## src/rtl/cdc_chan_arbiter.sv

```systemverilog
// cdc_chan_arbiter
// Source-domain controller for one shared multi-bit CDC data channel.
// Round-robin arbitrates the requesters, holds the winning word stable on the
// crossing, launches it with a 2-phase request toggle and waits for the
// resynchronised acknowledge toggle before accepting the next word.
//
// Ports:
//   src_clk, src_rst_n  source clock, asynchronous active-low reset
//   req_valid/req_data  per-requester valid and packed words (C_DW each)
//   req_ready           one-hot accept (combinational, IDLE only)
//   xfer_data/xfer_id   word on the crossing and its owner index
//   xfer_req_tgl        request toggle to the destination domain
//   xfer_ack_tgl        acknowledge toggle from the destination (asynchronous)
//   busy                transfer outstanding
//   timeout_err/err_clr sticky handshake timeout flag and its clear
module cdc_chan_arbiter #(
    parameter int unsigned C_NUM_REQ    = 4,
    parameter int unsigned C_IDW        = 2,
    parameter int unsigned C_DW         = 32,
    parameter int unsigned C_SYNC_STAGE = 2,
    parameter int unsigned C_TIMEOUT    = 1023,
    parameter int          pTCQ         = 100
) (
    input  logic                        src_clk,
    input  logic                        src_rst_n,
    input  logic [C_NUM_REQ-1:0]        req_valid,
    input  logic [C_NUM_REQ*C_DW-1:0]   req_data,
    output logic [C_NUM_REQ-1:0]        req_ready,
    output logic [C_DW-1:0]             xfer_data,
    output logic [C_IDW-1:0]            xfer_id,
    output logic                        xfer_req_tgl,
    input  logic                        xfer_ack_tgl,
    output logic                        busy,
    output logic                        timeout_err,
    input  logic                        err_clr
);

    localparam int unsigned C_CNTW = $clog2(C_TIMEOUT + 1);
    localparam int unsigned C_PW   = C_IDW + 1;

    // Elaboration-time parameter sanity checks
    if (C_SYNC_STAGE < 2) begin : g_chk_sync
        $error("cdc_chan_arbiter: C_SYNC_STAGE must be >= 2");
    end
    if ((1 << C_IDW) < C_NUM_REQ) begin : g_chk_idw
        $error("cdc_chan_arbiter: C_IDW too narrow for C_NUM_REQ");
    end
    if (C_TIMEOUT < 1) begin : g_chk_tmo
        $error("cdc_chan_arbiter: C_TIMEOUT must be >= 1");
    end
    if (pTCQ < 0) begin : g_chk_tcq
        $error("cdc_chan_arbiter: pTCQ must be non-negative");
    end

    typedef enum logic {ST_IDLE = 1'b0, ST_WAIT = 1'b1} state_t;

    state_t                 r_state, w_state_nxt;
    logic [C_IDW-1:0]       r_rr_ptr, w_rr_nxt;
    logic [C_DW-1:0]        r_xfer_data, w_data_nxt;
    logic [C_IDW-1:0]       r_xfer_id, w_id_nxt;
    logic                   r_req_tgl, w_tgl_nxt;
    logic [C_CNTW-1:0]      r_cnt, w_cnt_nxt;
    logic                   r_err, w_err_nxt;
    (* async_reg = "true" *) logic [C_SYNC_STAGE-1:0] r_ack_sync;

    logic                   w_ack_sync;
    logic                   w_any;
    logic                   w_err_set;
    logic [C_NUM_REQ-1:0]   w_rot;
    logic [C_PW-1:0]        w_off, w_sum, w_inc;
    logic [C_IDW-1:0]       w_win, w_win_inc;
    logic [C_DW-1:0]        w_win_data;

    assign w_any      = |req_valid;
    assign w_ack_sync = r_ack_sync[C_SYNC_STAGE-1];

    // Round-robin pick: rotate valids so rr_ptr lands at bit 0, take the
    // lowest set bit, then add the pointer back modulo C_NUM_REQ.
    always_comb begin
        w_rot = C_NUM_REQ'({req_valid, req_valid} >> r_rr_ptr);
        w_off = '0;
        for (int k = int'(C_NUM_REQ) - 1; k >= 0; k--) begin
            if (w_rot[k]) w_off = C_PW'(k);
        end
        w_sum     = C_PW'(r_rr_ptr) + w_off;
        w_win     = (w_sum >= C_PW'(C_NUM_REQ)) ? C_IDW'(w_sum - C_PW'(C_NUM_REQ))
                                                : C_IDW'(w_sum);
        w_inc     = C_PW'(w_win) + C_PW'(1);
        w_win_inc = (w_inc == C_PW'(C_NUM_REQ)) ? '0 : C_IDW'(w_inc);
        w_win_data = '0;
        req_ready  = '0;
        for (int k = 0; k < int'(C_NUM_REQ); k++) begin
            if (w_win == C_IDW'(k)) w_win_data = req_data[k*C_DW +: C_DW];
            req_ready[k] = (r_state == ST_IDLE) && w_any && (w_win == C_IDW'(k));
        end
    end

    // Next-state and datapath updates
    always_comb begin
        w_state_nxt = r_state;
        w_rr_nxt    = r_rr_ptr;
        w_data_nxt  = r_xfer_data;
        w_id_nxt    = r_xfer_id;
        w_tgl_nxt   = r_req_tgl;
        w_cnt_nxt   = r_cnt;
        w_err_set   = 1'b0;
        case (r_state)
            ST_IDLE: begin
                if (w_any) begin
                    w_data_nxt  = w_win_data;
                    w_id_nxt    = w_win;
                    w_tgl_nxt   = ~r_req_tgl;
                    w_rr_nxt    = w_win_inc;
                    w_cnt_nxt   = '0;
                    w_state_nxt = ST_WAIT;
                end
            end
            ST_WAIT: begin
                // Saturating count; the flag sets only on the edge it reaches the limit
                if (r_cnt != C_CNTW'(C_TIMEOUT)) begin
                    w_cnt_nxt = r_cnt + C_CNTW'(1);
                    w_err_set = (w_cnt_nxt == C_CNTW'(C_TIMEOUT));
                end
                if (w_ack_sync == r_req_tgl) w_state_nxt = ST_IDLE;
            end
            default: w_state_nxt = ST_IDLE;
        endcase
        // Set has priority over a coincident clear
        w_err_nxt = r_err;
        if (w_err_set)    w_err_nxt = 1'b1;
        else if (err_clr) w_err_nxt = 1'b0;
    end

    // State and datapath registers, plus acknowledge resynchroniser
    always_ff @(posedge src_clk or negedge src_rst_n) begin
        if (!src_rst_n) begin
            r_state     <= ST_IDLE;
            r_rr_ptr    <= '0;
            r_xfer_data <= '0;
            r_xfer_id   <= '0;
            r_req_tgl   <= 1'b0;
            r_cnt       <= '0;
            r_err       <= 1'b0;
            r_ack_sync  <= '0;
        end else begin
            r_state     <= w_state_nxt;
            r_rr_ptr    <= w_rr_nxt;
            r_xfer_data <= w_data_nxt;
            r_xfer_id   <= w_id_nxt;
            r_req_tgl   <= w_tgl_nxt;
            r_cnt       <= w_cnt_nxt;
            r_err       <= w_err_nxt;
            r_ack_sync  <= {r_ack_sync[C_SYNC_STAGE-2:0], xfer_ack_tgl};
        end
    end

    assign xfer_data    = r_xfer_data;
    assign xfer_id      = r_xfer_id;
    assign xfer_req_tgl = r_req_tgl;
    assign busy         = (r_state == ST_WAIT);
    assign timeout_err  = r_err;

endmodule

```

## config.mk

```make
export PLATFORM = sky130hd
export DESIGN_NAME = cdc_chan_arbiter
export DESIGN_NICKNAME = d
export VERILOG_FILES = /design/src/rtl/cdc_chan_arbiter.sv
export SDC_FILE = /design/constraint.sdc
export NUM_CORES = 1
export LEC_CHECK = 0
export CELL_PAD_IN_SITES_DETAIL_PLACEMENT = 0
export CELL_PAD_IN_SITES_GLOBAL_PLACEMENT = 1
export CORE_UTILIZATION = 26
export CTS_BUF_LIST = sky130_fd_sc_hd__clkbuf_4 sky130_fd_sc_hd__clkbuf_8
export CTS_CLUSTER_SIZE = 20
export DETAILED_ROUTE_END_ITERATION = 8
export PLACE_DENSITY_LB_ADDON = 0.1
export RECOVER_POWER = 50
export SLEW_MARGIN = 30
export SYNTH_ARGS = -nofsm -noshare
export SYNTH_HDL_FRONTEND = slang
export SYNTH_SLANG_ARGS = --single-unit
```

## constraint.sdc

```tcl
create_clock -name src_clk -period 3.1 [get_ports src_clk]
set_input_delay 0.465 -clock src_clk [delete_from_list [all_inputs] [get_ports src_clk]]
set_output_delay 0.465 -clock src_clk [all_outputs]
set_load 0.01 [all_outputs]
```

# After elaboration in Yosys (flattened, before gate mapping)
# Index checks and enable logic that the tools add are counted.
# Widths: inputs -> output; s select.
[word_totals]
reg_bits = 51
out_inout_bits = 41
inputBits = 136
[classes]
eq_ne = 9
n_shift = 1
mux = 20
order_cmp = 1
add_sub_neg = 4
n_reduce_logical = 10
bitwise_logic = 2
[ops]
columns = ["op", "count"]
rows = [
  ["$mux 32", 4],
  ["$mux 10", 2],
  ["$pmux 10 s2", 1],
  ["$add 10x1->10 const B", 1],
  ["$eq 10x10->1 const B", 1],
  ["$mux 2", 5],
  ["$ne 10x10->1 const B", 1],
  ["$shr 8x2->4", 1],
  ["$mux 1", 6],
  ["$logic_and 1x1->1", 5],
  ["$eq 2x2->1 const B", 2],
  ["$reduce_and 2->1", 2],
  ["$reduce_or 4->1", 1],
  ["$add 2x1->3 const B", 1],
  ["$add 2x3->3", 1],
  ["$eq 3x3->1 const B", 1],
  ["$ge 3x3->1 const B", 1],
  ["$mux 3", 1],
  ["$eq 2x1->1 const B", 1],
  ["$logic_not 2->1", 1],
  ["$ne 2x1->1 const B", 1],
  ["$ne 2x2->1 const B", 1],
  ["$not 1->1", 2],
  ["$pmux 1 s2", 1],
  ["other kinds (3)", 3],
]

# Longest topological paths before layout
# Gate-level depths: netlist of the first run.
[depth]
word_depth = 13
mapped_depth = 18
mapped_depth_nobuf = 15

# Worst setup path before layout of the first run
# No wires, ideal clock.
[synth_path]
kind = "reg2out"
from = "reg r_rr_ptr[1]"
to = "out req_ready[3]"
n_path_buf = 3
path_stages_with_launch = 14
arrival_time_ns = 2.550
setup_slack_ns = 0.085
t_required_ns = 2.635
cell_sequence = "dfrtp_1 -> clkbuf_1 -> nand2b_1 -> a2bb2oi_1 -> nor2_1 -> a21oi_1 -> a21oi_1 -> ha_1 -> xnor2_1 -> xnor2_1 -> ha_1 -> clkbuf_1 -> clkbuf_1 -> and2_1"
[synth_via]
elab_chain_cells = 10
word_cells_on_any_way = 11
classes_between = "add/sub: 2; order compare: 1; eq/ne: 1; shift: 1; mux: 5; reduce/logical: 1"
[synth_lines]
columns = ["element", "line_no", "rtl"]
rows = [
  ["start: declaration", "58", "logic [C_IDW-1:0] r_rr_ptr, w_rr_nxt;"],
  ["start signal: assignment", "147", "r_rr_ptr <= w_rr_nxt;"],
  ["$shr 8x2->4", "80", "w_rot = C_NUM_REQ'({req_valid, req_valid} >> r_rr_ptr);"],
  ["$mux 2 (3 in a row)", "83", "if (w_rot[k]) w_off = C_PW'(k);"],
  ["$mux 3", "83", ""],
  ["$add 2x3->3 *", "85", "w_sum = C_PW'(r_rr_ptr) + w_off;"],
  ["named net w_sum[1]", "70", "logic [C_PW-1:0] w_off, w_sum, w_inc;"],
  ["$ge 3x3->1 or $sub 2x1->2 (tied branches)", "86", "w_win = (w_sum >= C_PW'(C_NUM_REQ)) ? C_IDW'(w_sum - C_PW'(C_NUM_REQ))"],
  ["$mux 2 *", "86", ""],
  ["$eq 2x2->1 *", "94", "req_ready[k] = (r_state == ST_IDLE) && w_any && (w_win == C_IDW'(k));"],
  ["$logic_and 1x1->1 *", "94", ""],
  ["end: declaration", "28", "output logic [C_NUM_REQ-1:0] req_ready,"],
]
# The timed path passes the listed nets; every way through them passes the cells marked *.

# Final worst setup path of the first run
[layout_path]
from = "in req_valid[0]"
to = "out req_ready[2]"
[layout_via]
elab_chain_cells = 10
word_cells_on_any_way = 13
classes_between = "add/sub: 2; order compare: 1; eq/ne: 1; shift: 1; mux: 5; reduce/logical: 3"
[layout_lines]
columns = ["element", "line_no", "rtl"]
rows = [
  ["start: declaration", "26", "input logic [C_NUM_REQ-1:0] req_valid,"],
  ["$shr 8x2->4 *", "80", ""],
  ["$mux 2 (3 in a row)", "83", ""],
  ["$mux 3 *", "83", ""],
  ["$add 2x3->3 *", "85", ""],
  ["named net w_sum[1]", "70", ""],
  ["$ge 3x3->1 or $sub 2x1->2 (tied branches)", "86", ""],
  ["$mux 2 *", "86", ""],
  ["$eq 2x2->1 *", "94", ""],
  ["$logic_and 1x1->1 *", "94", ""],
]
# Marks and branches as above.

==> run summary, run 1 <==
The area of the die is 13500 µm². In this run the vertical extent of the chip is 116 µm. Entering global routing, the biggest net connects 65 pins. The insertion delay of the later-clocked pin in the worst-skew pair came out at 330 ps.

The floorplan row count is 41. The critical path is of the in -> out type. The sum of routed wire segments on met1 came out at 4960 µm. The number of buffers inserted during clock tree synthesis came out at 5. In this run the worst hold path is classified as reg -> reg. The number of antenna violations at the first check in global routing is 0. Summing all multi-input logic gate instances after layout gives 2040 µm².

The cell total after placement is 754. The number of max-cap violations is 0. The depth of the most critical reg-to-reg path came out at 17. The worst slew margin relative to its limit came out at 5.08%. The post-synthesis xor/xnor area fraction came out at 1.55%. TritonCTS built the clock tree. The final critical path time including I/O delays and setup came out at 3020 ps. The count of final max-slew check failures came out at 0. In this run, synthesis inferred 0 flip-flops with an integrated enable. The area fraction in compound gates after synthesis is 29.6%. The pre-antenna-repair detailed-routing pass consisted of 4 iterations.

The length of routed met2 wiring came out at 5880 µm. In the synthesized netlist the dominant register cell turns out to be sky130_fd_sc_hd__dfrtp_1. The count of buffers from port buffering came out at 176. The placed cell area came out at 5450 µm². The biggest area contributor in the post-synthesis netlist is sky130_fd_sc_hd__dfrtp_1. The number of buffers and inverters on the critical path is 4. The floorplan core area is 12700 µm². The sum of net half-perimeters after detailed placement came out at 8750 µm. Pin placement for this block handled 177 I/O pins. The unique cell type count in the Yosys netlist is 43. The stage delay of the slowest cell on the critical path came out at 380 ps. The endpoint type of the worst setup path is an output port. Power spread over the standard cell area amounts to 1210 nW/µm².

The final antenna diode count came out at 0. On the final layout, the worst clock skew is 8.03 ps. The clock passes through at most 2 buffers. The tree is rooted in a sky130_fd_sc_hd__clkbuf_8.

The sequential cell area fraction in the yosys report came out at 37.6%. The maximum fanout count along the critical path came out at 5. CTS saw 51 sinks.

The cell with the most instances after synthesis is sky130_fd_sc_hd__a21oi_1. By area, the combinational part of the netlist is dominated by compound AO/OA/AOI/OAI gates. The quantity of hold-fixing buffers added after cts came out at 0.

The die extent in x came out at 116 µm. The post-route worst hold slack is 365 ps. The uppermost metal layer occupied by signal nets is met4. Summed over all layers, the global routing overflow is 0. The detailed router's first-iteration violation count came out at 133. Sorting the synthesized cells by how often they occur yields sky130_fd_sc_hd__a21oi_1 (71), sky130_fd_sc_hd__nand2_1 (64), sky130_fd_sc_hd__dfrtp_1 (51).

The critical path goes through dlygate4sd2_1 > nor2b_2 > a21oi_1 > o22ai_1 > nor2_1 > a21oi_2 > ha_2 > xnor2_2 > xnor2_2 > buf_4 > buf_4 > ha_4 > and2_1 > buf_4. The worst path arrival time came out at 2560 ps. The part of the cycle the worst path needs is 97.5%. The total wirelength of the detailed-routed design is 11900 µm. The hold violation total from the final report came to 0.

The most frequent cell on the critical path is sky130_fd_sc_hd__buf_4. The fmax came out at 331 MHz. Counting flops with an async set or reset pin after synthesis yields a share of 100%. The synthesized area per cell is 8.17 µm². Yosys attributes the largest share of cell area to sky130_fd_sc_hd__dfrtp_1 (38%), sky130_fd_sc_hd__a21oi_1 (10%), sky130_fd_sc_hd__nand2_1 (7.1%).

For this block, the via count after detailed routing is 3684. In the routed design, unresolved DRC markers number 0. The clock tree synthesis step divided the H-tree into 2 levels. After technology mapping, the gate count stands at 416. Of the post-synthesis cell area, the part taken by muxes is 1.33%. The total number of nets in the final design is 735. The net count after synthesis is 559. The run finished with clean final reports. The share of synthesized cell area in full adder, half adder and majority cells is 2.58%. The finished layout holds 765 standard cells, fillers aside. The actual transition at the worst max-transition pin came out at 1420 ps. The worst setup path is launched from a primary input. The first global-routing pass estimated 18500 µm of wire. The top cell family by delay on the critical path is buffers and inverters. Setup repair after global routing could not meet its margin everywhere. Detailed routing placed a total of 925 µm of wire on met3. The critical path required time came out at 2630 ps. The portion of synthesized cell area occupied by the leading cell type is 37.6%. The peak supply drop is 0.606 mV. Yosys printed 0 warnings.

The logic depth of the worst setup path including buffers is 14. The cell depth of the worst hold path came out at 0. After routing, the total negative slack on setup checks comes to 0 ps. The fraction of layout cells with a size suffix above 1 is 10.6%. The mean number of vias per cell came out at 4.82. Routability-driven placement finished with a final weighted congestion of 0.818. The basic-gate share of the synthesized area counting and, or, nand and nor cells is 22.0%. The final setup violation count came out at 0. The area growth from synthesis to layout is 67.3%.

The count of filler cells inserted in the layout came out at 1273. The total of flip-flops plus latches after synthesis came out at 51. The slowest cell on the critical path is sky130_fd_sc_hd__dlygate4sd2_1. The number of nets with antenna violations after routing came out at 0. After synthesis the cells add up to 3400 µm².

The effective utilization at floorplan came out at 26.8%. In the final routed layout, each cell accounts on average for 15.6 µm. The leakage power came out at 2.14 nW. After clock tree synthesis, the clock-pin slew on the worst setup and hold paths is 100 ps.

The final cell area excluding filler cells came out at 5680 µm². The overall global routing resource usage is 18.1%. The number of global-route vias before repair is 3548. Registers take 1280 µm².
==> registers in the layout, indices dropped and copies added (netlist names) <==
name          count
busy              1
r_ack_sync        2
r_cnt            10
r_rr_ptr          2
timeout_err       1
xfer_data        32
xfer_id           2
xfer_req_tgl      1
==> cell type report <==
type / count / area share [%]
Multi-Input combinational cell: 320 / 35.8
Timing Repair Buffer: 206 / 35.7
Sequential cell: 51 / 22.5
Tap cell: 172 / 3.79
Clock buffer: 6 / 1.45
Inverter: 8 / 0.528
Clock inverter: 2 / 0.286
==> cell families after synthesis <==
family / after synthesis
AO/OA/AOI/OAI: 159
AND/OR/NAND/NOR: 144
flip-flops: 51
buffers and inverters: 45
adder cells (fa/ha/maj): 7
XOR/XNOR: 6
multiplexers: 4
==> per-stage QoR <==
step | setup WS [ps] | power (mW) | utilization, %
2_1_floorplan | 85.0 | 4.29 | -
3_3_place_gp | -546 | 6.07 | 43.0
3_5_place_dp | -597 | 6.15 | 43.0
4_1_cts | 29.2 | 6.67 | 44.0
5_1_grt | -42.6 | 7.61 | 44.9
6_report | 76.6 | 6.89 | 44.9
==> repair_timing <==
item	in CTS	in global routing
gates resized for setup	25	21
buffers inserted	2	0
pin swaps	2	5
endpoints found under the hold margin	0	0
gates cloned	0	1
setup endpoints to repair	36	36
==> path summary, 6_finish.rpt <==
check,to,slack [ps],start
max,req_ready[2],80,req_valid[0]
min,r_ack_sync[1]$_DFF_PN0_,370,r_ack_sync[0]$_DFF_PN0_
max reg2reg,xfer_data[12]$_DFFE_PN0P_,240,r_rr_ptr[1]$_DFFE_PN0P_
min reg2reg,r_ack_sync[1]$_DFF_PN0_,370,r_ack_sync[0]$_DFF_PN0_
max in group asynchronous,r_cnt[2]$_DFFE_PN0P_,1170,src_rst_n
min in group asynchronous,r_ack_sync[1]$_DFF_PN0_,440,src_rst_n
==> layer usage <==
metal | track usage (%) | vias to the layer above
li1 | - | 1851
met1 | 21.5 | 1711
met2 | 31.2 | 109
met3 | 6.12 | 13
met4 | 4.44 | 0
met5 | 0 | -
==> cell usage in the layout (no fill, tap or decap), types with 4 or more instances in the layout <==
cell type / instances
sky130_fd_sc_hd__clkdlybuf4s50_1: 151
sky130_fd_sc_hd__a21oi_1: 70
sky130_fd_sc_hd__nand2_1: 64
sky130_fd_sc_hd__dfrtp_1: 51
sky130_fd_sc_hd__nand3b_1: 31
sky130_fd_sc_hd__o211ai_1: 29
sky130_fd_sc_hd__o21a_1: 29
sky130_fd_sc_hd__buf_4: 22
sky130_fd_sc_hd__dlygate4sd3_1: 16
sky130_fd_sc_hd__nor2_1: 11
sky130_fd_sc_hd__o21ai_1: 8
sky130_fd_sc_hd__inv_1: 7
sky130_fd_sc_hd__nor3_1: 6
sky130_fd_sc_hd__clkbuf_8: 6
sky130_fd_sc_hd__nor2b_1: 5
sky130_fd_sc_hd__and2_1: 5
sky130_fd_sc_hd__a31oi_1: 4
sky130_fd_sc_hd__nand3_1: 4
sky130_fd_sc_hd__ha_2: 4
sky130_fd_sc_hd__clkbuf_1: 4
==> where the power goes <==
part           switching (mW)  internal, mW
Sequential              0.215         0.978
Clock                   0.252         0.183
Combinational            2.72          2.55
Total                    3.18          3.71
(Power assumes the default switching activity.)
==> run 2, diff against run 1 <==
--- a/config.mk
+++ b/config.mk
@@ -7,2 +7,3 @@
 export LEC_CHECK = 0
+export CAP_MARGIN = 20
 export CELL_PAD_IN_SITES_DETAIL_PLACEMENT = 0
--- a/constraint.sdc
+++ b/constraint.sdc
@@ -3,2 +3,2 @@
 set_output_delay 0.465 -clock src_clk [all_outputs]
-set_load 0.01 [all_outputs]
+set_load 0.1 [all_outputs]
==> run 2 against run 1 <==
Critical path depth down 2. Non-clock buffer count stayed put. Via count decreased by 0.33%. Global-route usage shrank 0.058 points. Maximum frequency up 2.7%.
==> run summary, run 2 (same netlist as run 1, synthesis figures left out) <==
The run finished with clean final reports. The critical path starts at r_rr_ptr[1]$_DFFE_PN0P_. The pin count of the biggest net entering global routing is 38 (-42%). The number of antenna violations at the first check in global routing is 0 (unchanged).

The final cell area excluding filler cells is 5580 µm² (-1.8%). The startpoint type of the worst setup path is a register. The worst slew margin relative to its limit is 18.6% (+14 points).

The largest buffer count on any clock path is 2 (unchanged). The clock sink total came out at 51 (unchanged). The detailed-routing iteration count for the pre-antenna-repair pass is 4 (unchanged). The critical path required time is 2630 ps (about the same).

met2 is the most crowded layer. The post-CTS clock slew at the launch and capture registers of the worst setup and hold paths is 100 ps (about the same). The path class of the tightest hold or removal check is in -> async. The final RePlAce weighted congestion came to 0.783 (-4.3%).

The total wirelength of the detailed-routed design is 11900 µm (-0.35%). In the layout the commonest cells are sky130_fd_sc_hd__clkdlybuf4s50_1 (129), sky130_fd_sc_hd__a21oi_1 (71), sky130_fd_sc_hd__nand2_1 (64). The fmax came to 340 MHz (+2.7%). The floorplan core area is 12700 µm² (unchanged). In this run the critical register-to-register path is launched from r_rr_ptr[1]$_DFFE_PN0P_. The placed cell area is 5430 µm² (-0.39%). The global-route track usage on met2 is 32.5% (+1.3 points). The effective utilization at floorplan was 26.8% (unchanged).

The met1 track utilization from global routing is 20.9% (-0.59 points). The total number of nets in the final design is 735 (unchanged). The top-level I/O count is 177 (unchanged). The critical path ends at req_ready[2]. The final setup violation count came out at 0 (unchanged).

The detail-routed net length per standard cell is 15.5 µm (-0.35%). The vertical die dimension is 116 µm (unchanged). The total DRC errors in the routed layout came out at 0 (unchanged). The maximum fanout count along the critical path came out at 4 (-1). The hold violation total from the final report came out at 0 (unchanged). The count of final max-slew check failures came to 0 (unchanged). The number of max-cap violations is 0 (unchanged). The library cell used most frequently in the layout, excluding fill and tap cells, is sky130_fd_sc_hd__clkdlybuf4s50_1. The area of the die came out at 13500 µm² (unchanged). The reg2reg setup slack came out at 260 ps (+20 ps). The detailed router's first-iteration violation count was 135 (+1.5%). The overall global routing resource usage is 18.0% (-0.058 points). The final setup skew came to 5.08 ps (-2.95 ps). The worst setup path is captured at an output port. The vias after detailed routing is 3672 (-0.33%). The fraction of layout cells with a size suffix above 1 is 14.5% (+3.9 points). The mean number of vias per cell came out at 4.80 (-0.33%). The number of flip-flops in the largest register is 32 (unchanged). The number of nets with antenna violations after routing is 0 (unchanged). The count of buffers from port buffering is 176 (unchanged). The capture point of the worst reg-to-reg path is xfer_data[29]$_DFFE_PN0P_. The layout overhead on the synthesized area came out at 64.3%.

The quantity of hold-fixing buffers added after cts came out at 0 (unchanged). The number of buffers inserted during clock tree synthesis was 5 (unchanged). By startpoint and endpoint, the worst setup path is classified as reg -> out. The actual transition at the worst max-transition pin came out at 1230 ps (-198 ps).

The final antenna diode count came out at 0 (unchanged). The total global routing overflow is 0 (unchanged). The depth of the most critical reg-to-reg path is 16 (-1). The part of the cycle the worst path needs is 94.9% (-2.6 points). The insertion delay of the later-clocked pin in the worst-skew pair came to 330 ps (about the same). The final critical path time including I/O delays and setup is 2940 ps (-80.2 ps). The floorplan row count came out at 41 (unchanged). The die extent in x is 116 µm (unchanged). The first-pass GRT wire length is 18600 µm (+0.59%). The number of global-route vias before repair came to 3589 (+1.2%). TritonCTS built the clock tree. The sum of net half-perimeters after detailed placement came to 8760 µm (+0.11%). The met3 track demand over resource in global routing was 4.51% (-1.6 points). The worst path arrival time is 2480 ps (-80 ps). The root buffer cell chosen for the clock tree is sky130_fd_sc_hd__clkbuf_8.

The number of H-tree branching levels is 2 (unchanged).
==> run 2: area by class of cell <==
type | instances | area (µm²)
fillers | 1274 | 7090
clock inverters | 2 | 35.0
repair buffers | 206 | 1900
flip-flops and latches | 51 | 1280
clock buffers | 6 | 82.6
multi-input cells | 320 | 2050
inverters | 8 | 30.0
well taps | 172 | 215
==> run 2: metrics by stage <==
| stage | instances | hold WS [ps] | utilization, % | setup slack, ps | TNS [ps] |
|---|---|---|---|---|---|
| 6_report | 765 | 322 | 44.1 | 157 | 0 |
| 5_1_grt | 765 | 370 | 44.1 | -3.62 | -3.62 |
| 4_1_cts | 763 | 81.7 | 44.3 | 19.5 | 0 |
| 3_5_place_dp | 752 | 344 | 42.8 | -320 | -9120 |
| 3_3_place_gp | 752 | 345 | 42.8 | -266 | -7710 |
| 2_1_floorplan | 416 | 169 | - | -96.7 | -96.7 |
==> run 2: how the worst min path moves through the flow <==
stage | from | end
after floorplan | src_rst_n | busy$_DFF_PN0_
final | src_rst_n | xfer_id[0]$_DFFE_PN0P_
after global routing | r_ack_sync[0]$_DFF_PN0_ | r_ack_sync[1]$_DFF_PN0_
after detailed placement | r_ack_sync[0]$_DFF_PN0_ | r_ack_sync[1]$_DFF_PN0_
after CTS | src_rst_n | xfer_id[0]$_DFFE_PN0P_
after global placement | r_ack_sync[0]$_DFF_PN0_ | r_ack_sync[1]$_DFF_PN0_
==> run 2: routing by layer <==
metal	share of wire [%]	up-vias
li1	-	1842
met1	41	1722
met2	51	98
met3	6.2	10
met4	1.2	0
met5	0	-
==> run 2: critical path: stages (launching register included) <==
cell                        delay [ps]
sky130_fd_sc_hd__dfrtp_2           450
sky130_fd_sc_hd__nand2b_4          160
sky130_fd_sc_hd__a2bb2oi_2         110
sky130_fd_sc_hd__nor2_1             50
sky130_fd_sc_hd__a21oi_1           120
sky130_fd_sc_hd__a21oi_1            90
sky130_fd_sc_hd__ha_2              200
sky130_fd_sc_hd__xnor2_2           140
sky130_fd_sc_hd__xnor2_2           190
sky130_fd_sc_hd__buf_4             180
sky130_fd_sc_hd__ha_4              140
sky130_fd_sc_hd__and2_4            150
sky130_fd_sc_hd__buf_12            160
==> run 2: what timing repair did <==
item	4_1_cts	5_1_grt
resized for setup	13	9
setup buffers	3	2
pin swaps	4	8
endpoints found under the setup margin	5	6
Power of run 2 is left out: the tool's default activity adds up to more than one toggle a clock period on the data nets, which glitch-free logic cannot reach.
==> run 3, diff against run 2 <==
- ABC_AREA: unset -> 0
==> results of run 3 <==
No change in the layout: final DEF, timing and power equal those of run 2.
Power of run 3 is left out for the same reason.
